$ cat src/rtl/bp_nonsynth_cosim_commit_arbiter_if.sv
// Commit/step channel bundle for the cosim commit arbiter.
// slave: arbiter side (takes commits, drives step); master: cores + consumer.
interface bp_nonsynth_cosim_commit_arbiter_if #(
    parameter int num_core_p       = 4,
    parameter int commit_width_p   = 256,
    parameter int core_id_width_lp = (num_core_p > 1) ? $clog2(num_core_p) : 1
);
    logic [num_core_p-1:0]                commit_v_i;
    logic [num_core_p-1:0]                commit_instret_i;
    logic [num_core_p*commit_width_p-1:0] commit_data_i;
    logic [num_core_p-1:0]                commit_yumi_o;
    logic                                 step_v_o;
    logic [core_id_width_lp-1:0]          step_core_o;
    logic [commit_width_p-1:0]            step_data_o;
    logic                                 step_ready_i;

    modport slave (
        input  commit_v_i, commit_instret_i, commit_data_i, step_ready_i,
        output commit_yumi_o, step_v_o, step_core_o, step_data_o
    );

    modport master (
        output commit_v_i, commit_instret_i, commit_data_i, step_ready_i,
        input  commit_yumi_o, step_v_o, step_core_o, step_data_o
    );
endinterface

$ cat src/rtl/bp_nonsynth_cosim_commit_arbiter.sv
// Round-robin arbiter sharing one cosim step channel among core commit streams,
// with per-core retire caps, finish flags and a no-progress watchdog.
// Ports: clk_i, reset_i (async, active-low), freeze_i, cosim_en_i, instr_cap_i,
//   cmt (commit valid/instret/data, yumi, step valid/core/data/ready),
//   finish_o, all_finish_o, timeout_o, done_o.
module bp_nonsynth_cosim_commit_arbiter #(
    parameter int num_core_p       = 4,
    parameter int commit_width_p   = 256,
    parameter int timeout_cycles_p = 100000,
    localparam int core_id_width_lp = (num_core_p > 1) ? $clog2(num_core_p) : 1
) (
    input  logic                  clk_i,
    input  logic                  reset_i,
    input  logic                  freeze_i,
    input  logic                  cosim_en_i,
    input  logic [31:0]           instr_cap_i,
    bp_nonsynth_cosim_commit_arbiter_if.slave cmt,
    output logic [num_core_p-1:0] finish_o,
    output logic                  all_finish_o,
    output logic                  timeout_o,
    output logic                  done_o
);
    localparam logic [1:0] IDLE  = 2'd0;
    localparam logic [1:0] RUN   = 2'd1;
    localparam logic [1:0] DRAIN = 2'd2;
    localparam logic [1:0] DONE  = 2'd3;

    localparam logic [31:0] TO = 32'(timeout_cycles_p);

    logic [1:0]                  r_state;
    logic [1:0]                  w_state_nxt;
    logic [core_id_width_lp-1:0] r_rr;
    logic [core_id_width_lp-1:0] w_win;
    logic [core_id_width_lp-1:0] w_j;
    logic                        w_found;
    logic [num_core_p-1:0]       w_yumi;
    logic                        w_slot_free;
    logic                        w_arb_en;
    logic                        w_grant;
    logic                        w_load;
    logic                        w_accept;
    logic [commit_width_p-1:0]   w_sel_data;

    logic                        r_step_v;
    logic [core_id_width_lp-1:0] r_step_core;
    logic [commit_width_p-1:0]   r_step_data;

    logic [31:0]                 r_cnt     [num_core_p];
    logic [31:0]                 w_cnt_nxt [num_core_p];
    logic [num_core_p-1:0]       r_finish;
    logic [31:0]                 r_wd;
    logic [31:0]                 w_wd_nxt;
    logic                        r_timeout;

    assign w_slot_free = ~r_step_v | cmt.step_ready_i;
    assign w_arb_en    = (r_state == RUN) & ~freeze_i & w_slot_free;

    // Priority search starting at the rr pointer, wrapping modulo num_core_p.
    always_comb begin
        w_found = 1'b0;
        w_win   = '0;
        w_j     = '0;
        for (int k = 0; k < num_core_p; k++) begin
            w_j = core_id_width_lp'((int'(r_rr) + k) % num_core_p);
            if (!w_found && cmt.commit_v_i[w_j]) begin
                w_found = 1'b1;
                w_win   = w_j;
            end
        end
    end

    assign w_grant = w_arb_en & w_found;

    always_comb begin
        w_yumi = '0;
        if (w_grant) begin
            w_yumi[w_win] = 1'b1;
        end
    end

    always_comb begin
        w_sel_data = '0;
        for (int i = 0; i < num_core_p; i++) begin
            if (w_yumi[i]) begin
                w_sel_data = cmt.commit_data_i[i*commit_width_p +: commit_width_p];
            end
        end
    end

    // Records from cores already at their cap are consumed but not forwarded.
    assign w_load   = |(w_yumi & ~r_finish);
    assign w_accept = r_step_v & cmt.step_ready_i;

    always_comb begin
        for (int i = 0; i < num_core_p; i++) begin
            w_cnt_nxt[i] = r_cnt[i];
            if (w_yumi[i] && !r_finish[i] && cmt.commit_instret_i[i]
                && r_cnt[i] != 32'hFFFF_FFFF) begin
                w_cnt_nxt[i] = r_cnt[i] + 32'd1;
            end
        end
    end

    always_comb begin
        w_wd_nxt = r_wd;
        if (r_state == RUN && !freeze_i) begin
            if (w_grant) begin
                w_wd_nxt = '0;
            end else if (r_wd < TO) begin
                w_wd_nxt = r_wd + 32'd1;
            end
        end
    end

    always_comb begin
        w_state_nxt = r_state;
        unique case (r_state)
            IDLE:    if (cosim_en_i && !freeze_i) w_state_nxt = RUN;
            RUN:     if (all_finish_o || timeout_o) w_state_nxt = DRAIN;
            DRAIN:   if (!r_step_v) w_state_nxt = DONE;
            DONE:    w_state_nxt = DONE;
            default: w_state_nxt = IDLE;
        endcase
    end

    always_ff @(posedge clk_i or negedge reset_i) begin
        if (!reset_i) begin
            r_state     <= IDLE;
            r_rr        <= '0;
            r_step_v    <= 1'b0;
            r_step_core <= '0;
            r_step_data <= '0;
            r_finish    <= '0;
            r_wd        <= '0;
            r_timeout   <= 1'b0;
            for (int i = 0; i < num_core_p; i++) begin
                r_cnt[i] <= '0;
            end
        end else begin
            r_state <= w_state_nxt;
            if (w_grant) begin
                r_rr <= (w_win == core_id_width_lp'(num_core_p - 1))
                        ? '0 : w_win + 1'b1;
            end
            if (w_load) begin
                r_step_v    <= 1'b1;
                r_step_core <= w_win;
                r_step_data <= w_sel_data;
            end else if (w_accept) begin
                r_step_v <= 1'b0;
            end
            for (int i = 0; i < num_core_p; i++) begin
                r_cnt[i] <= w_cnt_nxt[i];
                if (instr_cap_i != 32'd0 && w_cnt_nxt[i] == instr_cap_i) begin
                    r_finish[i] <= 1'b1;
                end
            end
            r_wd <= w_wd_nxt;
            if (w_wd_nxt >= TO) begin
                r_timeout <= 1'b1;
            end
        end
    end

    assign cmt.commit_yumi_o = w_yumi;
    assign cmt.step_v_o      = r_step_v;
    assign cmt.step_core_o   = r_step_core;
    assign cmt.step_data_o   = r_step_data;
    assign finish_o          = r_finish;
    assign all_finish_o      = &r_finish;
    assign timeout_o         = r_timeout;
    assign done_o            = (r_state == DONE);
endmodule
$ cat src/flat_wrapper.sv
// flat-port wrapper written by rule: the top's interface ports become plain ports
module bp_nonsynth_cosim_commit_arbiter_flat 
#(
    parameter int num_core_p       = 4,
    parameter int commit_width_p   = 256,
    parameter int timeout_cycles_p = 100000,
    localparam int core_id_width_lp = (num_core_p > 1) ? $clog2(num_core_p) : 1
)
  (clk_i, reset_i, freeze_i, cosim_en_i, instr_cap_i, finish_o, all_finish_o, timeout_o, done_o, cmt_commit_v_i, cmt_commit_instret_i, cmt_commit_data_i, cmt_step_ready_i, cmt_commit_yumi_o, cmt_step_v_o, cmt_step_core_o, cmt_step_data_o);
  bp_nonsynth_cosim_commit_arbiter_if #(.num_core_p(num_core_p), .commit_width_p(commit_width_p)) cmt_i ();
  input  logic clk_i;
  input  logic reset_i;
  input  logic freeze_i;
  input  logic cosim_en_i;
  input  logic [31:0] instr_cap_i;
  output logic [num_core_p-1:0] finish_o;
  output logic all_finish_o;
  output logic timeout_o;
  output logic done_o;
  input wire logic [$bits(cmt_i.commit_v_i)-1:0] cmt_commit_v_i;
  input wire logic [$bits(cmt_i.commit_instret_i)-1:0] cmt_commit_instret_i;
  input wire logic [$bits(cmt_i.commit_data_i)-1:0] cmt_commit_data_i;
  input wire logic [$bits(cmt_i.step_ready_i)-1:0] cmt_step_ready_i;
  output wire logic [$bits(cmt_i.commit_yumi_o)-1:0] cmt_commit_yumi_o;
  output wire logic [$bits(cmt_i.step_v_o)-1:0] cmt_step_v_o;
  output wire logic [$bits(cmt_i.step_core_o)-1:0] cmt_step_core_o;
  output wire logic [$bits(cmt_i.step_data_o)-1:0] cmt_step_data_o;
  assign cmt_i.commit_v_i = cmt_commit_v_i;
  assign cmt_i.commit_instret_i = cmt_commit_instret_i;
  assign cmt_i.commit_data_i = cmt_commit_data_i;
  assign cmt_i.step_ready_i = cmt_step_ready_i;
  assign cmt_commit_yumi_o = cmt_i.commit_yumi_o;
  assign cmt_step_v_o = cmt_i.step_v_o;
  assign cmt_step_core_o = cmt_i.step_core_o;
  assign cmt_step_data_o = cmt_i.step_data_o;
  bp_nonsynth_cosim_commit_arbiter #(.num_core_p(num_core_p), .commit_width_p(commit_width_p), .timeout_cycles_p(timeout_cycles_p)) u_core (.clk_i(clk_i), .reset_i(reset_i), .freeze_i(freeze_i), .cosim_en_i(cosim_en_i), .instr_cap_i(instr_cap_i), .cmt(cmt_i), .finish_o(finish_o), .all_finish_o(all_finish_o), .timeout_o(timeout_o), .done_o(done_o));
endmodule
$ cat config.mk
export PLATFORM = sky130hd
export DESIGN_NAME = bp_nonsynth_cosim_commit_arbiter_flat
export DESIGN_NICKNAME = d
export VERILOG_FILES = /design/src/rtl/bp_nonsynth_cosim_commit_arbiter_if.sv /design/src/rtl/bp_nonsynth_cosim_commit_arbiter.sv /design/src/flat_wrapper.sv
export SDC_FILE = /design/constraint.sdc
export NUM_CORES = 1
export LEC_CHECK = 0
export ABC_CLOCK_PERIOD_IN_PS = 3700
export BUFFER_PORTS_ARGS = -buffer_cell sky130_fd_sc_hd__buf_2
export CAP_MARGIN = 10
export CORE_AREA = 3 3 524 526
export DETAILED_ROUTE_END_ITERATION = 7
export DIE_AREA = 0 0 527 529
export SLEW_MARGIN = 20
export SYNTH_ARGS = -nofsm -noshare
export SYNTH_HDL_FRONTEND = slang
export SYNTH_SLANG_ARGS = --single-unit
$ cat constraint.sdc
create_clock -name clk_i -period 3.7 [get_ports clk_i]
set_clock_uncertainty 0.15 [all_clocks]
set_input_delay 0.74 -clock clk_i [delete_from_list [all_inputs] [get_ports clk_i]]
set_output_delay 0.74 -clock clk_i [all_outputs]
set_load 0.05 [all_outputs]
==> impl_metrics.ini <==
[sta]
rsz0062_at_grt = true
hold-worst-slack_ns = 0.1098
max_freq_ghz = 0.2636
fin_setup_tns_ns = -0.2618
slew_headroom_pct = 47.95
setup_violations = 3
drv_slew = 0
hold_violations = 0
period_minus_slack_ns = 3.793
worst_pin_slew_ns = 0.7807
timing.final.ws_setup_ns = -0.09314
finalCritPeriodShare_pct = 102.5

[global_route]
track_usage_pct = 18.21
antenna_found_initial = 212
first_global_vias = 34790
grt_max_degree = 69
grt-ovfl-total = 0
grt_pass1_wl_mm = 337.5

[critical_path]
cp_max_fo = 4
crit_type = flop to flop
cp.required_ns = 4.22
reg2reg_depth = 16
ff2ff_setup_slack_ns = -0.09
end_kind = flop
rr_endpoint = u_core.finish_o[1]$_DFFE_PN0P_
startpoint_type = flop
arrival_ns = 4.32
timing.rr.start = u_core.r_rr[0]$_DFFE_PN0N_

[synth]
async_flop_share_pct = 100.0
synth-edff-count = 0
synth_area_um2 = 27800
netlist-cell-type-count = 86
synth_top_flop_cell = dfrtp_1
synth_nets = 4555
synth-seq-area-share_pct = 38.53
post_synth.cell_area_avg_um2 = 7.994
yosysWarningCount = 0
synthCells = 3477
synth-seq-cells = 428

[floorplanning]
io_pins = 1339
fp-row-count = 191
fp.dieH_um = 529
core_um2 = 270500
die_area_um2 = 278800
start_util_pct = 10.28
fp.dieW_um = 527

[route]
num_vias = 37170
routed.top_layer = met5
drtAntennaViolNets = 0
route.met3.wl_mm = 24.19
viasPerCell = 4.155
wl_met1_mm = 91.87
wl_met2_mm = 134.4
drc = 0
drt-total-wl_mm = 267.7
routedWlPerCell_um = 29.93
firstDrtPassIters = 7
drt_iter0_markers = 3552

[clock_tree]
clk_pin_slew_ns = 0.06
htreeDepth = 2
clk_latency_ns = 0.79
clock-sinks = 428
cts_root_buf = clkbuf_16
cts_buffer_depth = 3
cts_tree = built
cts_buffers = 60

[worst_hold_path]
hp-class = input port to flop
min_to = u_core.cmt.step_data_o[214]$_DFFE_PN0P_
hold_start = cmt_commit_data_i[982]
hold_depth = 3

[pwr]
power.leakage_nw = 20.61
ir_worst_vdd_v = 0.0005523
total_power_w = 0.03527
power_density_nw_per_um2 = 756.5

[layout]
layout.nets = 6296
drive_above_1_share_pct = 42.10
final_util_pct = 17.24
area_growth_syn_to_layout_pct = 67.74
fillCellCount = 31050

[run]
cap_viol_max_count = 0

[placement]
place.port_buffers = 1338
post-dp-hpwl_mm = 231.4
gp_congestion = 0.9860

[status]
violations = setup timing
status = finished, violations left
[registers in the layout (all words and copies together) (netlist names)]
name                    count
u_core.cmt.step_data_o    256
u_core.r_cnt              128
u_core.r_wd                32
u_core.finish_o             4
u_core.cmt.step_core_o      2
u_core.r_rr                 2
u_core.r_state              2
u_core.cmt.step_v_o         1
u_core.timeout_o            1
[synth_stat cells (13+ instances only)]
| library cell | count | area share (%) |
|---|---|---|
| and3_1 | 36 | 0.81 |
| a31oi_1 | 17 | 0.38 |
| or4_1 | 14 | 0.38 |
| and2_1 | 32 | 0.72 |
| xnor2_1 | 152 | 4.8 |
| nor4_1 | 46 | 1.0 |
| nand4_1 | 71 | 1.6 |
| a221oi_1 | 260 | 8.2 |
| nand2b_1 | 14 | 0.32 |
| nor3_1 | 305 | 5.5 |
| buf_1 | 32 | 0.43 |
| a21oi_1 | 543 | 9.8 |
| and4_1 | 26 | 0.82 |
| nor3b_1 | 13 | 0.35 |
| o22ai_1 | 16 | 0.36 |
| nor2_1 | 605 | 8.2 |
| nand3_1 | 83 | 1.5 |
| dfrtp_1 | 428 | 39 |
| clkbuf_1 | 277 | 3.7 |
| xor2_1 | 95 | 3.0 |
| o21ai_0 | 41 | 0.74 |
| inv_1 | 47 | 0.63 |
| nand2_1 | 116 | 1.6 |
[per-stage QoR]
| step | area, µm² | setup slack (ns) | std cells |
|---|---|---|---|
| 2_1_floorplan | 27840 | -0.4050 | 3477 |
| 3_3_place_gp | 43240 | -0.9814 | 8691 |
| 3_5_place_dp | 43240 | -0.9076 | 8691 |
| 4_1_cts | 46050 | -0.08610 | 8830 |
| 5_1_grt | 46600 | -0.2908 | 8935 |
| 6_report | 46630 | -0.09314 | 8946 |
[timing repair]
action	CTS	global route
resized for setup	75	43
setup buffers	23	10
hold buffers	1	0
pin swaps	31	27
endpoints found under the hold margin	57	0
gates cloned	3	0
setup endpoints to repair	24	35
[placed cells by master (no fill, tap or decap), types with 59 or more instances in the layout]
master	count
buf_2	1333
nor2_1	600
buf_4	583
a21oi_1	538
dfrtp_1	427
nor3_1	296
a221oi_1	235
xnor2_1	149
nand2_1	114
diode_2	107
xor2_1	94
nand3_1	82
nand4_1	71
clkbuf_16	60
buf_12	59
[how the worst max path moves through the flow]
stage | endpoint | depth (start not counted) | slack [ns] | startpoint
floorplan | u_core.finish_o[0]$_DFFE_PN0P_ | 13 | -0.40 | cmt_commit_v_i[0]
global placement | u_core.finish_o[3]$_DFFE_PN0P_ | 21 | -0.98 | cmt_commit_v_i[0]
detailed placement | u_core.finish_o[3]$_DFFE_PN0P_ | 21 | -0.91 | cmt_commit_v_i[0]
CTS | u_core.finish_o[1]$_DFFE_PN0P_ | 15 | -0.09 | u_core.r_rr[0]$_DFFE_PN0N_
global route | u_core.finish_o[3]$_DFFE_PN0P_ | 16 | -0.29 | u_core.r_rr[0]$_DFFE_PN0N_
finish | u_core.finish_o[1]$_DFFE_PN0P_ | 16 | -0.09 | u_core.r_rr[0]$_DFFE_PN0N_
[layer usage]
metal	vias up	track usage (%)
met5	-	0.6234
met4	112	9.170
met3	635	5.297
met2	2297	32.55
met1	17720	19.40
li1	16400	-
[critical path, stage by stage, from the launching register on]
cell,delay [ns]
dfrtp_1,0.39
nor2_1,0.08
a21oi_2,0.12
nor2_2,0.07
a221oi_4,0.25
nand2_4,0.12
inv_4,0.10
ha_4,0.14
nand3b_1,0.16
or4_4,0.49
or4b_4,0.62
nor2_4,0.13
xor2_2,0.18
xor2_1,0.20
nor4_2,0.06
and4_1,0.22
a41o_1,0.24
[final cells by class]
type / instances / area [µm²] / share of cell area, %
diodes: 107 / 267.8 / 0.5743
clock buffers: 82 / 1694 / 3.633
clock inverters: 31 / 459.2 / 0.9848
inverters: 51 / 206.4 / 0.4428
multi-input cells: 2681 / 16270 / 34.89
flip-flops and latches: 428 / 10710 / 22.97
well taps: 3570 / 4467 / 9.580
repair buffers: 1996 / 12550 / 26.92
[cell families (layout without fill, tap and decap cells)]
logic type / Yosys count / after routing / share of synthesized area [%]
AND/OR/NAND/NOR: 1421 / 1421 / 24.53
AO/OA/AOI/OAI: 984 / 984 / 22.84
flip-flops: 428 / 428 / 38.53
buffers and inverters: 368 / 2160 / 5.037
XOR/XNOR: 250 / 250 / 8.003
multiplexers: 17 / 17 / 0.6572
adder cells (fa/ha/maj): 9 / 9 / 0.4051
other: 0 / 107 / 0
[where the power goes]
group	total (W)	internal (W)	switching [W]
Combinational	0.0217	0.00602	0.0156
Clock	0.00643	0.00373	0.00270
Sequential	0.00718	0.00628	0.000903
Total	0.0353	0.0160	0.0192
Note: power is estimated with default switching activity, not from simulation.
